File: config.mk
export PLATFORM = sky130hd
export DESIGN_NAME = jk_cmd_sequencer
export DESIGN_NICKNAME = d
export VERILOG_FILES = /design/src/rtl/jk_cmd_sequencer.sv
export SDC_FILE = /design/constraint.sdc
export NUM_CORES = 1
export LEC_CHECK = 0
export CAP_MARGIN = 20
export CELL_PAD_IN_SITES_DETAIL_PLACEMENT = 1
export CELL_PAD_IN_SITES_GLOBAL_PLACEMENT = 1
export CORE_ASPECT_RATIO = 1.25
export CORE_MARGIN = 4
export CORE_UTILIZATION = 40
export DETAILED_ROUTE_END_ITERATION = 10
export PLACE_DENSITY_LB_ADDON = 0.1
export SETUP_SLACK_MARGIN = 0.15
export SLEW_MARGIN = 20
export SYNTH_ARGS = -nofsm -noshare
export SYNTH_HDL_FRONTEND = slang
export SYNTH_SLANG_ARGS = --single-unit
File: constraint.sdc
create_clock -name clk -period 3.46 [get_ports clk]
set_input_delay 0.346 -clock clk [delete_from_list [all_inputs] [get_ports clk]]
set_output_delay 0.346 -clock clk [all_outputs]
set_load 0.01 [all_outputs]
File: src/rtl/jk_cmd_sequencer.sv
// Buffers hold/reset/set/toggle commands in a small FIFO and replays each as registered J/K
// for rep+1 consecutive cycles. Define JK_SEQ_FLUSH_EN to add a synchronous flush input.
module jk_cmd_sequencer #(
  parameter int unsigned DEPTH = 4,
  parameter int unsigned CNT_W = 4,
  localparam int unsigned LVL_W = $clog2(DEPTH) + 1
) (
  input  logic             clk,
  input  logic             rst,
`ifdef JK_SEQ_FLUSH_EN
  input  logic             flush,
`endif
  input  logic             cmd_valid,
  output logic             cmd_ready,
  input  logic [1:0]       cmd_op,
  input  logic [CNT_W-1:0] cmd_rep,
  output logic             J,
  output logic             K,
  output logic             busy,
  output logic             done,
  output logic [LVL_W-1:0] level
);

  localparam int unsigned AW    = $clog2(DEPTH);
  localparam int unsigned ENT_W = CNT_W + 2;

  typedef enum logic [0:0] {StIdle, StRun} state_e;

  state_e             state_q, state_d;
  logic [CNT_W-1:0]   cnt_q, cnt_d;
  logic               j_q, j_d, k_q, k_d, done_q, done_d;
  logic [AW-1:0]      wr_ptr_q, rd_ptr_q;
  logic [LVL_W-1:0]   level_q, level_d;
  logic [ENT_W-1:0]   mem_q [DEPTH];

  logic               flush_w, push, pop, can_pop;
  logic [ENT_W-1:0]   head;
  logic [1:0]         head_op;
  logic [CNT_W-1:0]   head_rep;

`ifdef JK_SEQ_FLUSH_EN
  assign flush_w = flush;
`else
  assign flush_w = 1'b0;
`endif

  assign cmd_ready = (level_q != LVL_W'(DEPTH));
  assign busy      = (state_q == StRun) || (level_q != '0);
  assign level     = level_q;
  assign J         = j_q;
  assign K         = k_q;
  assign done      = done_q;

  assign head     = mem_q[rd_ptr_q];
  assign head_op  = head[ENT_W-1:CNT_W];
  assign head_rep = head[CNT_W-1:0];
  assign can_pop  = (level_q != '0);
  // Flush drops any push presented in the same cycle.
  assign push     = cmd_valid && cmd_ready && !flush_w;

  always_comb begin
    state_d = state_q;
    cnt_d   = cnt_q;
    j_d     = j_q;
    k_d     = k_q;
    done_d  = 1'b0;
    pop     = 1'b0;
    if (flush_w) begin
      state_d = StIdle;
      cnt_d   = '0;
      j_d     = 1'b0;
      k_d     = 1'b0;
    end else begin
      unique case (state_q)
        StIdle: begin
          if (can_pop) begin
            pop          = 1'b1;
            state_d      = StRun;
            {j_d, k_d}   = head_op;
            cnt_d        = head_rep;
            done_d       = (head_rep == '0);
          end
        end
        StRun: begin
          if (cnt_q != '0) begin
            cnt_d  = cnt_q - CNT_W'(1);
            done_d = (cnt_q == CNT_W'(1));
          end else if (can_pop) begin
            // Chain straight into the next command with no idle cycle.
            pop        = 1'b1;
            {j_d, k_d} = head_op;
            cnt_d      = head_rep;
            done_d     = (head_rep == '0);
          end else begin
            state_d = StIdle;
            j_d     = 1'b0;
            k_d     = 1'b0;
          end
        end
        default: state_d = StIdle;
      endcase
    end
  end

  always_comb begin
    level_d = level_q;
    if (flush_w) begin
      level_d = '0;
    end else begin
      unique case ({push, pop})
        2'b10:   level_d = level_q + LVL_W'(1);
        2'b01:   level_d = level_q - LVL_W'(1);
        default: level_d = level_q;
      endcase
    end
  end

  always_ff @(posedge clk or negedge rst) begin
    if (!rst) begin
      state_q  <= StIdle;
      cnt_q    <= '0;
      j_q      <= 1'b0;
      k_q      <= 1'b0;
      done_q   <= 1'b0;
      level_q  <= '0;
      wr_ptr_q <= '0;
      rd_ptr_q <= '0;
    end else begin
      state_q <= state_d;
      cnt_q   <= cnt_d;
      j_q     <= j_d;
      k_q     <= k_d;
      done_q  <= done_d;
      level_q <= level_d;
      if (flush_w) begin
        wr_ptr_q <= '0;
        rd_ptr_q <= '0;
      end else begin
        if (push) wr_ptr_q <= wr_ptr_q + AW'(1);
        if (pop)  rd_ptr_q <= rd_ptr_q + AW'(1);
      end
    end
  end

  // Storage needs no reset; occupancy is tracked by level_q.
  always_ff @(posedge clk) begin
    if (push) mem_q[wr_ptr_q] <= {cmd_op, cmd_rep};
  end

endmodule

* Word-level counts from Yosys, hierarchy flattened
Memory sizes are Yosys's and may differ from the RTL's. Index checks and enable logic that the tools add are counted.
Word-level totals: flip-flop bits (word level) 15, memory bits (writable) 24, bits of input ports 9, logic and storage cells 50, memories kept 1
Memory list:
- mem_q | words 4, bits a word 6, rd ports 1, clocked after memory_dff 0, wr ports 1, line 34 | logic [ENT_W-1:0] mem_q [DEPTH];
Operators by class: add/subtract/negate cells 5, equal/unequal tests 6, multiplexer cells 22, bitwise operators 1, reductions and logical operators 7
Operators with widths (number):
- $mux W1 | 13
- $pmux W1 S2 | 5
- $mux W4 | 2
- $pmux W4 S2 | 1
- $pmux W3 S2 | 1
- $add A2 B1 Y2 const B | 2
- $eq A4 B1 Y1 const B | 1
- $logic_not A4 Y1 | 1
- $ne A2 B2 Y1 const B | 2
- $reduce_bool A4 Y1 | 1
- $sub A4 B1 Y4 const B | 1
- $add A3 B1 Y3 const B | 1
- $ne A3 B3 Y1 const B | 1
- $reduce_bool A3 Y1 | 1
- $sub A3 B1 Y3 const B | 1
- $eq A2 B1 Y1 const B | 1
- $eq A2 B2 Y1 const B | 1
- $reduce_and A2 Y1 | 1
- $reduce_bool A2 Y1 | 1
- $logic_and A1 B1 Y1 | 1
- $logic_or A1 B1 Y1 | 1
- $not A1 Y1 | 1

* Longest topological paths before layout
Gate-level depths: netlist of run 1.
word-level depth 6, depth in mapped cells 10, mapped depth without buffers 10

* Worst setup path before layout of run 1
OpenSTA, ideal clock, no wires.
kind register to register, from reg cnt_q[0], to reg level_q[2] (netlist: level[2]), data arrival time 2.246 ns, slack 1.135 ns, cell stages (with the launch flop) 11, period minus slack after synthesis 2.325 ns, cells stage by stage dfrtp_1 inv_1 ha_1 or3b_4 a21oi_4 ha_1 inv_1 fa_1 xor2_1 nor2_1 xor2_1
Between the ends: cells in the longest elaborated chain, start to end 5
Ends and longest elaborated chain:
- from (decl) | line 30 | logic [CNT_W-1:0] cnt_q, cnt_d;
- from (signal assigned) | line 130 | cnt_q <= cnt_d;
- $reduce_bool A4 Y1 (*) | line 85 | if (cnt_q != '0) begin
- $mux W1 (*) | line 85
- $pmux W1 S2 (*) | line 74 | unique case (state_q)
- $eq A2 B1 Y1 or $eq A2 B2 Y1 (tied branches) | line 110 | unique case ({push, pop})
- $pmux W3 S2 or $reduce_bool A2 Y1 (tied branches)
- to (signal assigned) | line 134 | level_q <= level_d;
- to (decl) | line 33 | logic [LVL_W-1:0] level_q, level_d;
Mark *: on every way between the ends. The rest lies on a longest branch, timed or not. A chain may end at the register's enable or synchronous reset.

* Final worst setup path of run 1
Same ends and word-level chain as after synthesis.

==> run summary, run 1 <==
WORST HOLD PATH
------------------------------------------------------------------------------------
Min-Delay Path Class                                                     in -> async

CLOCK TREE
------------------------------------------------------------------------------------
TritonCTS clock tree                                                             yes
Number of buffers inserted during clock tree synthesis                             5
Worst-skew pair later-pin latency                                            0.28 ns
Total setup buffers inserted after CTS                                             0
Maximum level of the CTS H-tree                                                    2
CTS sink count                                                                    39
Number of hold-repair buffers added at the cts stage                               0
Clock Root Buffer                                                           clkbuf_8
Clock-pin transition on the worst setup and hold timing paths                0.07 ns
Buffers from clock root to sink, at most                                           2
Resized Gates After CTS                                                            0

STA
------------------------------------------------------------------------------------
Fin. max-slew vios                                                                 0
Slew margin rel.                                                              55.05%
Period utilisation layout                                                     74.28%
RSZ-0062 raised after global routing                                           false
Achievable Freq                                                            389.1 MHz
Final hold slack                                                           0.4650 ns
Final Hold Fails                                                                   0
Least-Margin Pin Slew                                                      0.6721 ns
Final setup vio count                                                              0
Final-layout setup total negative slack                                         0 ns
Final setup skew                                                         0.006796 ns
Clock period minus final worst setup slack                                  2.570 ns

LOGIC SYNTHESIS
------------------------------------------------------------------------------------
Top cell type's share of synthesized area                                     41.47%
Yosys top cell by area                                                      edfxtp_1
Yosys cell types                                                                  30
Most used standard cell by instance count after synthesis                   edfxtp_1
Synthesis-stage register bit count                                                39
Seq/Total Area, Yosys                                                         63.07%
Async set-reset flop share out of synthesis                                   38.46%
Number of cells produced by synthesis                                            115
Top cells by area in the synthesized netlist                            edfxtp_1 (41%), dfrtp_1 (22%), mux4_2 (7.8%)
Cell Area, Synth                                                        0.001738 mm²
Primary flip-flop cell chosen by synthesis mapping                          edfxtp_1
Top cells by count, synth                                               edfxtp_1 (24), dfrtp_1 (15), inv_1 (12)
Count of yosys warnings during synthesis                                           0
Count of flip-flops with a built-in enable after synthesis                        24
Net count after synthesis                                                        133
Synthesized area divided by synthesized cell count                         15.11 µm²

PLACE
------------------------------------------------------------------------------------
IO buf count                                                                      16
DPL Wire Length                                                              2338 µm
Weighted congestion at the end of routability-driven global placement         0.7693

SETUP PATH
------------------------------------------------------------------------------------
CP endpoint kind                                                            register
Crit Reg-Reg Startpoint                                                     cnt_q[0]
Worst path max stage delay                                                   0.41 ns
Setup crit start                                                            cnt_q[0]
Launching element type of the critical path                                 register
Max FO, Critical Path                                                              9
Critical path class                                                       reg -> reg
Chain of cells forming the critical path                                inv_1 -> ha_1 -> or3b_4 -> a21oi_4 -> ha_1 -> inv_1 -> fa_1 -> xor2_1 -> nor2_1 -> xor2_1
Arrival @ worst endpoint                                                     2.78 ns
Data required, critical path                                                 3.67 ns
Master of the slowest instance on the critical path                          dfrtp_1

DRT
------------------------------------------------------------------------------------
Avg Vias per Cell                                                              4.907
Routed wire per std cell                                                    15.78 µm
Number of optimization iterations in the first detailed-route pass                 3
Highest metal layer with signal wires                                           met4
Met3 Routed Length                                                            111 µm
Met1 wire length                                                             1274 µm
Total Routed Length                                                          3046 µm
Via count of the routed design                                                   947
Amount of wire on met2 after detailed routing                                1625 µm
DRC violation count after routing                                                  0
Post-route antenna net violation count                                             0
Number of DRC violations after detailed-routing iteration 0                       38

GLOBAL ROUTE
------------------------------------------------------------------------------------
Total track usage                                                             13.19%
Total congestion overflow                                                          0
Via count of the first global-routing pass                                     1,068
Global-route wire length before repair                                       5209 µm
Largest net degree at the start of global routing                                 16
Antenna violations before repair                                                   0

CELLS AND AREA
------------------------------------------------------------------------------------
N_diodes                                                                           0
Share of final-layout standard cells stronger than drive strength 1           14.60%
Net count reported at finish                                                     154
Footprint of the flip-flops and latches                                 0.001096 mm²
Multi-input logic area                                                     581.8 µm²
FILL cells                                                                       440
Area added between synthesis and finish                                       17.28%

FLOORPLAN
------------------------------------------------------------------------------------
Site row count                                                                    26
Die span in y                                                               81.70 µm
IO Count                                                                          17
Area of the die                                                         0.005470 mm²
Die W                                                                       66.96 µm
Starting density of the core                                                  42.07%
Placeable core region                                                   0.004131 mm²

RUN
------------------------------------------------------------------------------------
# Max-Cap Violations                                                               0

POWER
------------------------------------------------------------------------------------
Switching share of power                                                      33.62%
Share of power burned in registers                                             47.1%
Power density normalized to cell area                                   798.7 mW/mm²
Combinational fraction of design power                                         35.1%
Switching component of the power                                            547.3 µW
Internal portion of total power                                             1.081 mW
Static power due to leakage                                                0.7893 nW
IR drop worst, VDD                                                         0.3461 mV
Relative contribution of the clock network to total power                      17.8%

OUTCOME
------------------------------------------------------------------------------------
Status                                                                  finished, final reports clean

-- layout by cell type, fill, tap and decap left out --
master,Yosys,routed
clkbuf_1,1,1
and3_1,4,4
mux4_2,6,6
mux2i_1,1,1
fa_1,1,1
nor3_2,1,1
o22ai_2,1,1
a32oi_1,2,2
edfxtp_1,24,24
clkbuf_8,0,5
a221o_1,1,1
ha_1,8,8
and2_1,2,2
o21ai_1,1,1
or4b_1,1,1
nor2_1,3,3
dfrtp_1,15,15
o21ai_0,3,3
mux2_2,3,3
nor3_1,2,2
xor2_1,3,3
clkinv_2,0,1
inv_1,12,12
or3b_4,1,1
a21oi_4,1,1
nand2_1,10,10
nand3_1,1,1
clkdlybuf4s50_1,0,16
clkinvlp_4,0,1
or3_1,1,1
o21a_1,1,1
xnor2_1,3,3
a21boi_1,1,1
-- power by group through the flow --
stage / clock network (mW) / registers, mW / logic, mW
floorplan: 0 / 0.730 / 0.427
global placement: 0 / 0.774 / 0.574
detailed placement: 0 / 0.782 / 0.585
CTS: 0.305 / 0.774 / 0.586
global route: 0.333 / 0.796 / 0.639
finish: 0.290 / 0.767 / 0.571
-- critical path, delay by kind of cell, from the launching register on --
family	cells	cell delay, ns
AOI/OAI and AO/OA	1	0.32
adders and majority gates	3	0.78
and+or+nand+nor	2	0.50
xor gates and xnor gates	2	0.31
DFF	1	0.41
buffers and inverters	2	0.19
-- state kept, by name, indices dropped and copies added (netlist names) --
register	cells
mem_q	24
done	1
rd_ptr_q	2
level	3
wr_ptr_q	2
cnt_q	4
state_q	1
K	1
J	1
-- metal layers --
layer / up-vias / GRT usage (%)
met5: - / 0
met4: 0 / 4.260
met3: 4 / 3.694
met2: 17 / 22.32
met1: 472 / 16.23
li1: 454 / -
-- cell families (layout without fill, tap and decap cells) --
logic type                 after synthesis  in the layout  synth area share, %
DFF                                     39             39                63.07
and+or+nand+nor                         26             26                7.991
buffers and inverters                   14             36                3.455
AOI/OAI and AO/OA                       11             11                5.256
muxes                                   10             10                10.30
adders and majority gates                9              9                6.912
xor gates and xnor gates                 6              6                3.024
-- layout make-up --
cell class / instances / area share, %
clock inverters: 2 / 0.6139
well taps: 56 / 3.438
inverters: 12 / 2.210
clock buffers: 6 / 3.560
repair buffers: 16 / 7.858
multi-input cells: 62 / 28.55
flip-flops and latches: 39 / 53.78
-- path summary, 6_finish.rpt --
path                               end  slack, ns  cells past startpoint
max in group asynchronous  wr_ptr_q[1]       2.56                      1
max reg2reg                   level[2]       0.89                     10
min in group clk                     K       0.51                      2
max                           level[2]       0.89                     10
min                           cnt_q[3]       0.46                      1
min reg2reg                          K       0.51                      2
-- through the flow --
stage / cell area (µm²) / worst slack [ns] / instances / power [mW] / utilization (%)
detailed placement: 1953 / 0.8676 / 185 / 1.368 / 47.27
floorplan: 1738 / 1.135 / 115 / 1.158 / -
global route: 2038 / 0.6999 / 193 / 1.768 / 49.33
finish: 2038 / 0.8900 / 193 / 1.628 / 49.33
global placement: 1953 / 1.012 / 185 / 1.347 / 47.27
CTS: 2038 / 0.8756 / 193 / 1.666 / 49.33
Note: power is estimated with default switching activity, not from simulation.
==> run 2, diff against run 1 <==
- clock period: 3.46 -> 2.13 ns (I/O delays scaled with it)
==> run 2 against run 1 <==
The run now ends with negative setup slack left; flip-flop and latch count unchanged; power up 87%; die area unchanged; highest routed layer unchanged; setup slack worse by 1.0 ns; clock power up 73%; critical endpoint is now done; largest cell class unchanged; first-iteration DRC count down 68%.
==> run summary, run 2 (synthesis results as in run 1) <==
OUTCOME
------------------------------------------------------------------------------------
Status                                                                  finished with violations   was finished, final reports clean
Violated checks                                                         negative setup slack

FLOORPLAN
------------------------------------------------------------------------------------
Starting density of the core                                                  42.07%   unchanged
Die span in y                                                               81.70 µm   unchanged
Die W                                                                       66.96 µm   unchanged
Placeable core region                                                   0.004131 mm²   unchanged
IO Count                                                                          17   unchanged
Site row count                                                                    26   unchanged
Area of the die                                                         0.005470 mm²   unchanged

CELLS AND AREA
------------------------------------------------------------------------------------
Area added between synthesis and finish                                       32.25%   was 17.28%
Most common cell after layout, fill and taps aside                          edfxtp_1   unchanged
Multi-input logic area                                                     643.1 µm²   was 581.8 µm²
Net count reported at finish                                                     176   was 154
FILL cells                                                                       422   was 440
Share of final-layout standard cells stronger than drive strength 1           34.59%   was 14.60%
Core occupancy in the finished layout                                         55.63%   was 49.33%
Largest register by flop count                                                 mem_q   unchanged
Commonest cells after routing, fill and taps aside                      edfxtp_1 (24), buf_4 (16), dfrtp_1 (15), clkdlybuf4s50_1 (15)   was edfxtp_1 (24), clkdlybuf4s50_1 (16), dfrtp_1 (15)
Flip-flop count of the largest register, all copies and words added               24   unchanged
N_diodes                                                                           0   unchanged
Footprint of the flip-flops and latches                                 0.001096 mm²   unchanged

POWER
------------------------------------------------------------------------------------
Power density normalized to cell area                                    1326 mW/mm²   was 798.7 mW/mm²
Relative contribution of the clock network to total power                      16.5%   was 17.8%
Combinational fraction of design power                                         43.8%   was 35.1%
Static power due to leakage                                                0.9219 nW   was 0.7893 nW
Internal portion of total power                                             2.014 mW   was 1.081 mW
Share of power burned in registers                                             39.8%   was 47.1%
IR drop worst, VDD                                                         0.5573 mV   was 0.3461 mV
Tot Pwr                                                                     3.047 mW   was 1.628 mW
Switching component of the power                                            1.033 mW   was 547.3 µW
Switching share of power                                                      33.90%   was 33.62%

STA
------------------------------------------------------------------------------------
Period utilisation layout                                                     105.0%   was 74.28%
Final Hold Fails                                                                   0   unchanged
Clock period minus final worst setup slack                                  2.236 ns   was 2.570 ns
Final setup skew                                                         0.005241 ns   was 0.006796 ns
Final setup margin                                                        -0.1065 ns   was 0.8900 ns
Achievable Freq                                                            447.1 MHz   was 389.1 MHz
RSZ-0062 raised after global routing                                            true   was false
Slew margin rel.                                                              50.02%   was 55.05%
Final setup vio count                                                              2   was 0
Least-Margin Pin Slew                                                      0.7474 ns   was 0.6721 ns
Fin. max-slew vios                                                                 0   unchanged

SETUP PATH
------------------------------------------------------------------------------------
Worst path max stage delay                                                   0.45 ns   was 0.41 ns
Max FO, Critical Path                                                              2   was 9
Family with the most delay on the worst path                            simple AND/OR/NAND/NOR gates   was adder cells
Critical path class                                                       reg -> reg   unchanged
Crit Reg-Reg Endpoint                                                           done   was level[2]
CP endpoint kind                                                            register   unchanged
Arrival @ worst endpoint                                                     2.45 ns   was 2.78 ns
Master of the slowest instance on the critical path                           or4b_4   was dfrtp_1
Worst-case register-to-register setup slack                                 -0.11 ns   was 0.89 ns
Crit path buffers/inverters                                                        5   was 2
Worst path most repeated cell                                                  buf_6
R2R cell count                                                                    10   unchanged
Chain of cells forming the critical path                                inv_2 -> ha_4 -> or3b_4 -> a21oi_4 -> buf_6 -> buf_6 -> buf_6 -> buf_6 -> or4b_4 -> o22ai_2   was inv_1 -> ha_1 -> or3b_4 -> a21oi_4 -> ha_1 -> inv_1 -> fa_1 -> xor2_1 -> nor2_1 -> xor2_1
Data required, critical path                                                 2.35 ns   was 3.67 ns
Crit Reg-Reg Startpoint                                                     cnt_q[1]   was cnt_q[0]
Launching element type of the critical path                                 register   unchanged

GLOBAL ROUTE
------------------------------------------------------------------------------------
Antenna violations before repair                                                   0   unchanged
Total congestion overflow                                                          0   unchanged
Global-route wire length before repair                                       5727 µm   was 5209 µm
Largest net degree at the start of global routing                                 16   unchanged
Via count of the first global-routing pass                                     1,188   was 1,068
Total track usage                                                             14.76%   was 13.19%

CLOCK TREE
------------------------------------------------------------------------------------
Buffers from clock root to sink, at most                                           2   unchanged
Maximum level of the CTS H-tree                                                    2   unchanged
Number of hold-repair buffers added at the cts stage                               0   unchanged
CTS sink count                                                                    39   unchanged
Clock Root Buffer                                                           clkbuf_8   unchanged
Number of buffers inserted during clock tree synthesis                             5   unchanged
TritonCTS clock tree                                                             yes   unchanged
Worst-skew pair later-pin latency                                            0.29 ns   was 0.28 ns
Clock-pin transition on the worst setup and hold timing paths                0.08 ns   was 0.07 ns

DRT
------------------------------------------------------------------------------------
Number of optimization iterations in the first detailed-route pass                 4   was 3
DRC violation count after routing                                                  0   unchanged
Total Routed Length                                                          3517 µm   was 3046 µm
Routed wire per std cell                                                    16.36 µm   was 15.78 µm
Number of DRC violations after detailed-routing iteration 0                       12   was 38
Avg Vias per Cell                                                              4.902   was 4.907
Via count of the routed design                                                 1,054   was 947
Post-route antenna net violation count                                             0   unchanged

PLACE
------------------------------------------------------------------------------------
DPL Wire Length                                                              2483 µm   was 2338 µm
IO buf count                                                                      16   unchanged
Weighted congestion at the end of routability-driven global placement         0.7616   was 0.7693

WORST HOLD PATH
------------------------------------------------------------------------------------
Min-Delay Path Class                                                     in -> async   unchanged

RUN
------------------------------------------------------------------------------------
# Max-Cap Violations                                                               0   unchanged

run 2: changes by cell type in the layout (fill, tap and decap cells not counted), moves of 2 or more:
cell      delta
buf_6        +6
inv_2        +3
clkinv_4     +2
ha_4         +2
ha_1         -2
inv_1        -3
buf_4       +16
run 2: through the flow:
step	setup WS [ns]	instances	setup TNS, ns	area [µm²]	hold WS, ns
6_report	-0.1065	215	-0.1938	2298	0.3592
5_1_grt	-0.2063	215	-0.3743	2298	0.4109
4_1_cts	-0.04873	211	-0.05190	2216	0.3751
3_5_place_dp	-0.07517	196	-0.07517	2041	0.5103
3_3_place_gp	0.008090	196	0	2041	0.5026
2_1_floorplan	-0.1184	115	-0.1370	1743	-0.08259
run 2: routing by layer:
| layer | up-vias | part of all wire, % | GRT usage (%) |
|---|---|---|---|
| li1 | 499 | - | - |
| met1 | 534 | 40 | 16.07 |
| met2 | 16 | 56 | 27.48 |
| met3 | 5 | 2.5 | 3.420 |
| met4 | 0 | 1.3 | 5.477 |
| met5 | - | 0 | 0 |
run 2: power groups by stage:
stage | logic (mW) | clock network, mW | registers, mW
global route | 1.46 | 0.558 | 1.25
detailed placement | 1.14 | 0 | 1.23
CTS | 1.23 | 0.518 | 1.21
floorplan | 0.701 | 0 | 1.19
finish | 1.33 | 0.502 | 1.21
global placement | 1.11 | 0 | 1.22
run 2: area by class of cell:
type / count / share of cell area [%]
Tap cell: 56 / 3.048
Clock inverter: 3 / 1.089
Inverter: 12 / 1.960
Clock buffer: 5 / 2.994
Timing Repair Buffer: 38 / 15.24
Sequential cell: 39 / 47.69
Multi-Input combinational cell: 62 / 27.98
run 2: worst max-delay path by stage:
stage	from	endpoint	slack, ns	depth (start not counted)
floorplan	cnt_q[0]	level[2]	-0.12	10
global placement	cnt_q[0]	level[2]	0.008	10
detailed placement	cnt_q[1]	level[2]	-0.08	10
CTS	cnt_q[0]	level[2]	-0.05	10
global route	cnt_q[0]	level[2]	-0.21	10
finish	cnt_q[1]	done	-0.11	10
run 2: repair_timing:
action	in CTS	in global routing
pin swaps	3	5
resized for setup	8	12
buffers inserted	7	4
endpoints found under the hold margin	0	0
endpoints found under the setup margin	4	7
